**src/rtl/mem_sram_bridge_if.sv**
```systemverilog
// Bus between the MEM pipeline stage, the bridge and the SRAM controller.
// Handshake: the pipeline presents memOp_i/memAddr_i/memData_i and treats
// stall_o as "not ready"; a request is taken in the cycle stall_o rises from
// IDLE and must not be re-presented once the bridge reaches DONE. Towards the
// controller, ramOp_o != 0 is "valid" and is held stable until success_i
// (the controller's "done") is seen, after which ramOp_o drops for one cycle.
interface mem_sram_bridge_if;
  logic [3:0]  memOp_i;
  logic [31:0] memAddr_i;
  logic [31:0] memData_i;
  logic        stall_o;
  logic [31:0] loadData_o;
  logic        adel_o;
  logic        ades_o;
  logic        timeout_o;
  logic [3:0]  ramOp_o;
  logic [19:0] ramAddr_o;
  logic [31:0] storeData_o;
  logic [3:0]  be_n_o;
  logic [31:0] loadData_i;
  logic        success_i;

  // Bridge side
  modport slave (
    input  memOp_i, memAddr_i, memData_i, loadData_i, success_i,
    output stall_o, loadData_o, adel_o, ades_o, timeout_o,
           ramOp_o, ramAddr_o, storeData_o, be_n_o
  );

  // Environment side (pipeline plus SRAM controller)
  modport master (
    output memOp_i, memAddr_i, memData_i, loadData_i, success_i,
    input  stall_o, loadData_o, adel_o, ades_o, timeout_o,
           ramOp_o, ramAddr_o, storeData_o, be_n_o
  );
endinterface

```
**src/rtl/mem_sram_bridge.sv**
```systemverilog
// MEM-stage to SRAM-controller bridge: one word access per load/store with
// byte enables, local misalignment traps, load extension and a BUSY timeout.
module mem_sram_bridge #(
  parameter int unsigned TIMEOUT = 64
) (
  input  logic                clk50,
  input  logic                rst,
  mem_sram_bridge_if.slave    bus,
  output logic [1:0]          state_o
);

  typedef enum logic [1:0] {
    S_IDLE = 2'd0,
    S_BUSY = 2'd1,
    S_DONE = 2'd2
  } state_t;

  localparam logic [7:0] CNT_LAST = 8'(TIMEOUT - 1);

  state_t      state_q;
  logic [3:0]  ramOp_q;
  logic [19:0] ramAddr_q;
  logic [31:0] storeData_q;
  logic [3:0]  be_n_q;
  logic [1:0]  lane_q;
  logic [7:0]  cnt_q;
  logic [31:0] loadData_q;
  logic        timeout_q;

  logic        is_load, is_store, is_byte, is_half, is_word;
  logic        misaligned, accept;
  logic [1:0]  lane;
  logic [3:0]  be_n_d;
  logic [31:0] storeData_d;
  logic [31:0] shifted;
  logic [7:0]  byte_sel;
  logic [15:0] half_sel;
  logic [31:0] loadData_d;
  logic        unused_addr;

  assign unused_addr = ^bus.memAddr_i[31:22];
  assign lane        = bus.memAddr_i[1:0];

  // Classify the incoming op and build lane enables / replicated store data
  always_comb begin
    is_load     = (bus.memOp_i >= 4'd1) && (bus.memOp_i <= 4'd5);
    is_store    = (bus.memOp_i >= 4'd6) && (bus.memOp_i <= 4'd8);
    is_byte     = (bus.memOp_i == 4'd1) || (bus.memOp_i == 4'd2) || (bus.memOp_i == 4'd6);
    is_half     = (bus.memOp_i == 4'd3) || (bus.memOp_i == 4'd4) || (bus.memOp_i == 4'd7);
    is_word     = (bus.memOp_i == 4'd5) || (bus.memOp_i == 4'd8);
    misaligned  = (is_half && lane[0]) || (is_word && (lane != 2'd0));
    accept      = (state_q == S_IDLE) && (is_load || is_store) && !misaligned;
    be_n_d      = 4'hF;
    storeData_d = 32'h0;
    if (is_byte)      be_n_d = ~(4'b0001 << lane);
    else if (is_half) be_n_d = lane[1] ? 4'b0011 : 4'b1100;
    else if (is_word) be_n_d = 4'b0000;
    case (bus.memOp_i)
      4'd6:    storeData_d = {4{bus.memData_i[7:0]}};
      4'd7:    storeData_d = {2{bus.memData_i[15:0]}};
      4'd8:    storeData_d = bus.memData_i;
      default: storeData_d = 32'h0;
    endcase
  end

  // Pick the addressed lane out of the raw SRAM word and extend it
  always_comb begin
    shifted    = bus.loadData_i >> {lane_q, 3'b000};
    byte_sel   = shifted[7:0];
    half_sel   = lane_q[1] ? bus.loadData_i[31:16] : bus.loadData_i[15:0];
    loadData_d = 32'h0;
    case (ramOp_q)
      4'd1:    loadData_d = {{24{byte_sel[7]}}, byte_sel};
      4'd2:    loadData_d = {24'h0, byte_sel};
      4'd3:    loadData_d = {{16{half_sel[15]}}, half_sel};
      4'd4:    loadData_d = {16'h0, half_sel};
      4'd5:    loadData_d = bus.loadData_i;
      default: loadData_d = 32'h0;
    endcase
  end

  // Request FSM; all controller-facing outputs are registered here
  always_ff @(posedge clk50) begin
    if (rst) begin
      state_q     <= S_IDLE;
      ramOp_q     <= 4'h0;
      ramAddr_q   <= 20'h0;
      storeData_q <= 32'h0;
      be_n_q      <= 4'hF;
      lane_q      <= 2'd0;
      cnt_q       <= 8'h0;
      loadData_q  <= 32'h0;
      timeout_q   <= 1'b0;
    end else begin
      case (state_q)
        S_IDLE: begin
          loadData_q <= 32'h0;
          timeout_q  <= 1'b0;
          if (accept) begin
            state_q     <= S_BUSY;
            ramOp_q     <= bus.memOp_i;
            ramAddr_q   <= bus.memAddr_i[21:2];
            lane_q      <= lane;
            be_n_q      <= be_n_d;
            storeData_q <= storeData_d;
            cnt_q       <= 8'h0;
          end
        end
        S_BUSY: begin
          if (bus.success_i || (cnt_q == CNT_LAST)) begin
            // Stores yield 0 from the extractor; a timeout forces 0 too
            loadData_q  <= bus.success_i ? loadData_d : 32'h0;
            timeout_q   <= !bus.success_i;
            state_q     <= S_DONE;
            ramOp_q     <= 4'h0;
            be_n_q      <= 4'hF;
            storeData_q <= 32'h0;
          end else begin
            cnt_q <= cnt_q + 8'd1;
          end
        end
        default: begin
          // DONE: the op on the bus now belongs to the retiring instruction
          state_q    <= S_IDLE;
          loadData_q <= 32'h0;
          timeout_q  <= 1'b0;
        end
      endcase
    end
  end

  assign bus.stall_o     = accept || (state_q == S_BUSY);
  assign bus.adel_o      = (state_q == S_IDLE) && is_load && misaligned;
  assign bus.ades_o      = (state_q == S_IDLE) && is_store && misaligned;
  assign bus.loadData_o  = loadData_q;
  assign bus.timeout_o   = timeout_q;
  assign bus.ramOp_o     = ramOp_q;
  assign bus.ramAddr_o   = ramAddr_q;
  assign bus.storeData_o = storeData_q;
  assign bus.be_n_o      = be_n_q;
  assign state_o         = state_q;

endmodule
```
**src/flat_wrapper.sv**
```systemverilog
// flat-port wrapper written by rule: the top's interface ports become plain ports
module mem_sram_bridge_flat 
#(
  parameter int unsigned TIMEOUT = 64
)
  (clk50, rst, state_o, bus_memOp_i, bus_memAddr_i, bus_memData_i, bus_loadData_i, bus_success_i, bus_stall_o, bus_loadData_o, bus_adel_o, bus_ades_o, bus_timeout_o, bus_ramOp_o, bus_ramAddr_o, bus_storeData_o, bus_be_n_o);
  mem_sram_bridge_if bus_i ();
  input  logic clk50;
  input  logic rst;
  output logic [1:0] state_o;
  input wire logic [$bits(bus_i.memOp_i)-1:0] bus_memOp_i;
  input wire logic [$bits(bus_i.memAddr_i)-1:0] bus_memAddr_i;
  input wire logic [$bits(bus_i.memData_i)-1:0] bus_memData_i;
  input wire logic [$bits(bus_i.loadData_i)-1:0] bus_loadData_i;
  input wire logic [$bits(bus_i.success_i)-1:0] bus_success_i;
  output wire logic [$bits(bus_i.stall_o)-1:0] bus_stall_o;
  output wire logic [$bits(bus_i.loadData_o)-1:0] bus_loadData_o;
  output wire logic [$bits(bus_i.adel_o)-1:0] bus_adel_o;
  output wire logic [$bits(bus_i.ades_o)-1:0] bus_ades_o;
  output wire logic [$bits(bus_i.timeout_o)-1:0] bus_timeout_o;
  output wire logic [$bits(bus_i.ramOp_o)-1:0] bus_ramOp_o;
  output wire logic [$bits(bus_i.ramAddr_o)-1:0] bus_ramAddr_o;
  output wire logic [$bits(bus_i.storeData_o)-1:0] bus_storeData_o;
  output wire logic [$bits(bus_i.be_n_o)-1:0] bus_be_n_o;
  assign bus_i.memOp_i = bus_memOp_i;
  assign bus_i.memAddr_i = bus_memAddr_i;
  assign bus_i.memData_i = bus_memData_i;
  assign bus_i.loadData_i = bus_loadData_i;
  assign bus_i.success_i = bus_success_i;
  assign bus_stall_o = bus_i.stall_o;
  assign bus_loadData_o = bus_i.loadData_o;
  assign bus_adel_o = bus_i.adel_o;
  assign bus_ades_o = bus_i.ades_o;
  assign bus_timeout_o = bus_i.timeout_o;
  assign bus_ramOp_o = bus_i.ramOp_o;
  assign bus_ramAddr_o = bus_i.ramAddr_o;
  assign bus_storeData_o = bus_i.storeData_o;
  assign bus_be_n_o = bus_i.be_n_o;
  mem_sram_bridge #(.TIMEOUT(TIMEOUT)) u_core (.clk50(clk50), .rst(rst), .bus(bus_i), .state_o(state_o));
endmodule
```
**config.mk**
```make
export PLATFORM = sky130hd
export DESIGN_NAME = mem_sram_bridge_flat
export DESIGN_NICKNAME = d
export VERILOG_FILES = /design/src/rtl/mem_sram_bridge_if.sv /design/src/rtl/mem_sram_bridge.sv /design/src/flat_wrapper.sv
export SDC_FILE = /design/constraint.sdc
export NUM_CORES = 1
export LEC_CHECK = 0
export BUFFER_PORTS_ARGS = -buffer_cell sky130_fd_sc_hd__buf_2
export CORE_ASPECT_RATIO = 2
export CORE_MARGIN = 5
export CORE_UTILIZATION = 45
export DETAILED_ROUTE_END_ITERATION = 8
export GPL_TIMING_DRIVEN = 0
export PLACE_DENSITY = 0.75
export SLEW_MARGIN = 5
export SYNTH_ARGS = -nofsm -noshare
export SYNTH_HDL_FRONTEND = slang
export SYNTH_SLANG_ARGS = --single-unit
export TNS_END_PERCENT = 100
```
**constraint.sdc**
```tcl
create_clock -name clk50 -period 1.64 [get_ports clk50]
set_input_delay 0.164 -clock clk50 [delete_from_list [all_inputs] [get_ports clk50]]
set_output_delay 0.164 -clock clk50 [all_outputs]
set_load 0.01 [all_outputs]
```
* After elaboration in Yosys (flattened, before gate mapping)
Index checks and enable logic that the tools add are counted.
Cells by class: equal/unequal tests 18, shifts and indexed selects 2, $lt $le $gt $ge 4, add/sub/neg operators 1, multiplexer cells 23, reduce and logical (&&, ||, !) cells 29, bitwise logic cells 2
Operators by type and width (number):
- $pmux W32 S5 | 1
- $mux W32 | 3
- $pmux W32 S3 | 1
- $pmux W32 S2 | 1
- $mux W4 | 8
- $shr A32 B5 Y8 | 1
- $eq A4 B3 Y1 const B | 6
- $eq A4 B2 Y1 const B | 4
- $mux W16 | 1
- $mux W8 | 2
- $pmux W4 S2 | 2
- $pmux W8 S2 | 1
- $logic_and A1 B1 Y1 | 10
- $logic_or A1 B1 Y1 | 9
- $add A8 B1 Y8 const B | 1
- $eq A4 B1 Y1 const B | 2
- $eq A8 B6 Y1 const B | 1
- $reduce_and A3 Y1 | 2
- $eq A4 B4 Y1 const B | 1
- $ge A4 B1 Y1 const B | 1
- $ge A4 B3 Y1 const B | 1
- $le A4 B3 Y1 const B | 1
- $le A4 B4 Y1 const B | 1
- $mux W2 | 2
- other kinds (12) | 16
Word-level totals: flip-flop bits (word level) 105

* Logic depth before layout (Yosys ltp)
depth in word-level cells 9, depth in mapped cells 7, depth with buffers taken out 5

* Worst setup path before layout
OpenSTA, ideal clock, no wires.
kind register to register, from register u_core.cnt_q[0], to register u_core.cnt_q[6], period minus slack after synthesis 1764 ps, arrival time 1677 ps, buffers on the path 1, data required time 1554 ps, library setup time 86 ps, cell stages (with the launch flop) 7, slack -124 ps, path through dfxtp_1 > ha_1 > and4bb_4 > a21o_1 > clkbuf_1 > or3_1 > a211oi_1
Between the ends: word-level cells in the longest chain between the ends 4
Ends and longest elaborated chain:
- start: declaration | line mem_sram_bridge.sv:26 | logic [7:0] cnt_q;
- start signal: assignment | line mem_sram_bridge.sv:119 | cnt_q <= cnt_q + 8'd1;
- parallel branches: the longest is 4 deep, another holds $add A8 B1 Y8
Parallel ways; which one is timed is not known. The select of a mux whose other input is x is not followed. A chain may end at the register's enable or synchronous reset.

* Worst setup path after layout
from register u_core.lane_q[1], to register u_core.loadData_q[23], in the netlist u_core.bus.loadData_o[23]
Between the ends: word-level cells in the longest chain between the ends 3
Ends and longest elaborated chain:
- start: declaration | line mem_sram_bridge.sv:25 | logic [1:0] lane_q;
- start signal: assignment | line mem_sram_bridge.sv:103 | lane_q <= lane;
- $shr A32 B5 Y8 or $mux W16 (tied branches) | line mem_sram_bridge.sv:68, mem_sram_bridge.sv:70
- $pmux W32 S5 * | line mem_sram_bridge.sv:72 | case (ramOp_q)
- $mux W32 * | line mem_sram_bridge.sv:112 | loadData_q <= bus.success_i ? loadData_d : 32'h0;
- end signal: assignment | line mem_sram_bridge.sv:112
- end: declaration | line mem_sram_bridge.sv:27 | logic [31:0] loadData_q;
Mark *: on every way between the ends. The rest lies on a longest branch, timed or not.

==> results by group <==
Logic synthesis
  • Post-synth EDFFs: 0
  • Syn Area/Cell: about 9.6 um^2
  • Async SR Flop Fraction: 0%
  • Yosys reg bits: 105
  • Post-synth top flop: dfxtp_1
  • Most common cell in the netlist: dfxtp_1
  • Mux cell area share after synthesis: 12.3%
  • Synth cell types: 67
  • Post-synthesis sequential area ratio: 40.1%
  • Cell Area, Synth: 0.00524 mm^2
  • Synth Area in Compound Gates: 25.0%
  • Synth Instances: 545
  • Post-synthesis xor/xnor area fraction: 1.00%
  • Post-synth top cells: dfxtp_1 (105), nand2_1 (95), mux2i_1 (61)
  • Synth area leaders: dfxtp_1 (40%), mux2i_1 (12%), nand2_1 (6.8%)
  • Adder-cell share of the synthesized area: 0.239%
  • Simple-Gate Fraction of Synth Area: 15.4%
  • Largest family of logic cells by synthesized area: compound AO/OA/AOI/OAI gates
  • Syn Nets: ~650
  • Cell taking the most area after synthesis: dfxtp_1
  • Synth warn: 0
  • Synth top area share: approximately two fifths

Power
  • Static leakage: 0.00338 uW
  • Peak supply drop: 0.747 mV
  • PwrDens: 815 mW/mm^2

Detailed routing
  • Drt drc: 0
  • Antenna viol nets, final: 0
  • Per-cell routed wire length: 20.7 um
  • 1st-iter DRT viols: 373
  • TritonRoute pass-1 iters: 5
  • Drt total wl: 19,400 um
  • Vias per cell: 6.00
  • Vias: 5,622

Clock network
  • Clock Path Buffers: 2
  • Number of clock sinks: 105
  • Root buffer cell: clkbuf_16
  • Worst-skew pair later-pin latency: 0.35 ns
  • Clock transition at path regs: 0.08 ns
  • CTS Buf Count: 9
  • H-tree levels: 3
  • CTS tree: done

STA
  • Clk_skew: about 0.011 ns
  • Setup violators final: a little over 60
  • Tcrit/Tclk final: 108%
  • Tmin final: 1.78 ns
  • Fmax: 563 MHz
  • Slew Viols, Final: 0
  • Final Hold Slack: 0.0447 ns
  • Worst-Margin Slew: 0.679 ns
  • Setup ws final: -0.137 ns
  • RSZ-0062 raised after global routing: yes
  • Final Hold Violating Endpoints: 0
  • Relative slew margins: 54.7%

Global routing
  • GR Util All Layers: roughly a quarter
  • GRT overflow: 0
  • Global-route wire length before repair: 28,700 um
  • Initial antenna violation count: 0
  • Vias in the first global route: 5,905
  • Pin count of the biggest net entering global routing: 19

Layout
  • Fraction of layout cells with a size suffix above 1: 48.4%
  • Non-filler instance count after layout: 937
  • Antenna diodes: 0
  • Area growth syn-to-layout: 47.0%
  • Nets: 894

Min path
  • Min-delay worst type: in -> reg

Critical path
  • Worst setup SP type: flip-flop
  • CP Capture Type: flip-flop
  • CP Max Fanout: 5
  • Required time worst endpoint: 1.88 ns
  • Critical path class: reg -> reg
  • Arr. time, crit path: 2.01 ns

Floorplan
  • Die Span X: about 86 um
  • Io pins: approximately 200
  • Total die area: 0.0140 mm^2
  • Core Area: 0.0114 mm^2
  • Initial Util: 46.1%
  • Row count: 55
  • Die Ht: between 150 and 200 um

Place
  • Gpl congestion: between 0.9 and 1
  • IO buf count: around 190
  • DP Cell Count: 875
  • Post-DP HPWL: approximately 14,000 um

Flow run
  • Max-cap check violation count: 0

Status
  • Failing checks: negative setup slack
  • Status: complete, but fails checks
-- cell type report --
class	count	area [um^2]
Buffer	49	430
Clock buffer	11	243
Clock inverter	5	45.0
Fill cell	871	3650
Inverter	4	15.0
Multi-Input combinational cell	382	3270
Sequential cell	105	2130
Tap cell	142	178
Timing Repair Buffer	239	1390
-- path summary, 6_finish.rpt --
path	start	to	slack [ns]	cells past startpoint
min reg2reg	u_core.bus.ramAddr_o[0]$_SDFFE_PP0P_	u_core.bus.ramAddr_o[0]$_SDFFE_PP0P_	0.46	2
max	u_core.lane_q[1]$_SDFFE_PP0P_	u_core.bus.loadData_o[23]$_SDFFE_PP0P_	-0.14	5
max reg2reg	u_core.lane_q[1]$_SDFFE_PP0P_	u_core.bus.loadData_o[23]$_SDFFE_PP0P_	-0.14	5
min	bus_memAddr_i[16]	u_core.bus.ramAddr_o[14]$_SDFFE_PP0P_	0.04	3
-- worst max-delay path, cell delays in order, from the launching register on --
cell	delay, ns
dfxtp_4	0.37
mux4_2	0.59
mux2i_4	0.20
nor3_4	0.08
buf_2	0.15
a221o_1	0.26
-- through the flow --
step	power (uW)	setup TNS, ns	worst slack, ns	util, %	cell area, um^2
detailed placement	3870	-25.54	-0.507	56.4	6400
CTS	6160	-2.07	-0.104	64.4	7320
global placement	3840	-21.42	-0.463	56.4	6400
global route	6500	-6.73	-0.177	67.8	7700
finish	6270	-4.24	-0.137	67.8	7700
floorplan	3440	-0.853	-0.0292	-	5290
-- routing by layer --
metal	wire length [um]	GRT usage (%)	vias to the layer above
li1	-	-	2566
met1	6310	23.9	2680
met2	10400	47.0	301
met3	1360	6.18	75
met4	1260	18.4	0
met5	0	0	-
-- layout by cell type (no fill, tap or decap), types with 7 or more instances in the layout --
| master | Yosys | routed |
|---|---|---|
| a211oi_2 | 4 | 8 |
| a21oi_2 | 2 | 8 |
| a221o_1 | 16 | 16 |
| a22o_1 | 8 | 8 |
| a2bb2oi_1 | 7 | 7 |
| a32o_1 | 24 | 24 |
| buf_2 | 15 | 196 |
| buf_4 | 1 | 41 |
| buf_6 | 6 | 19 |
| buf_8 | 2 | 12 |
| clkbuf_1 | 29 | 15 |
| clkbuf_16 | 0 | 9 |
| dfxtp_1 | 105 | 96 |
| mux2i_1 | 61 | 60 |
| nand2_1 | 95 | 88 |
| o211ai_1 | 14 | 14 |
| o21ai_0 | 19 | 18 |
| o221ai_2 | 0 | 7 |
-- logic make-up (layout without fill, tap and decap cells) --
family	Yosys count	in the layout
flops	105	105
buf+inv	58	308
mux	63	63
simple gates	152	152
xor+xnor	6	6
compound gates	160	160
fa+ha+maj	1	1
-- flip-flops by register name, summed over array words and instances, names as in the netlist --
| name | cells |
|---|---|
| u_core.bus.ramAddr_o | 20 |
| u_core.lane_q | 2 |
| u_core.bus.storeData_o | 32 |
| u_core.bus.ramOp_o | 4 |
| u_core.bus.be_n_o | 4 |
| u_core.bus.loadData_o | 32 |
| u_core.cnt_q | 8 |
| u_core.state_o | 2 |
| u_core.bus.timeout_o | 1 |
-- repair_timing --
action / CTS / global route
buffers inserted: 32 / 17
gates cloned: 3 / 1
hold buffers: 0 / 0
setup endpoints to repair: 81 / 76
pin swaps: 49 / 39
gates resized for setup: 94 / 66
-- power by group --
| group | internal [uW] | switching (uW) | total [uW] |
|---|---|---|---|
| registers | 2640 | 68.2 | 2710 |
| logic | 647 | 783 | 1430 |
| clock network | 1100 | 1040 | 2140 |
(Power assumes the default switching activity.)
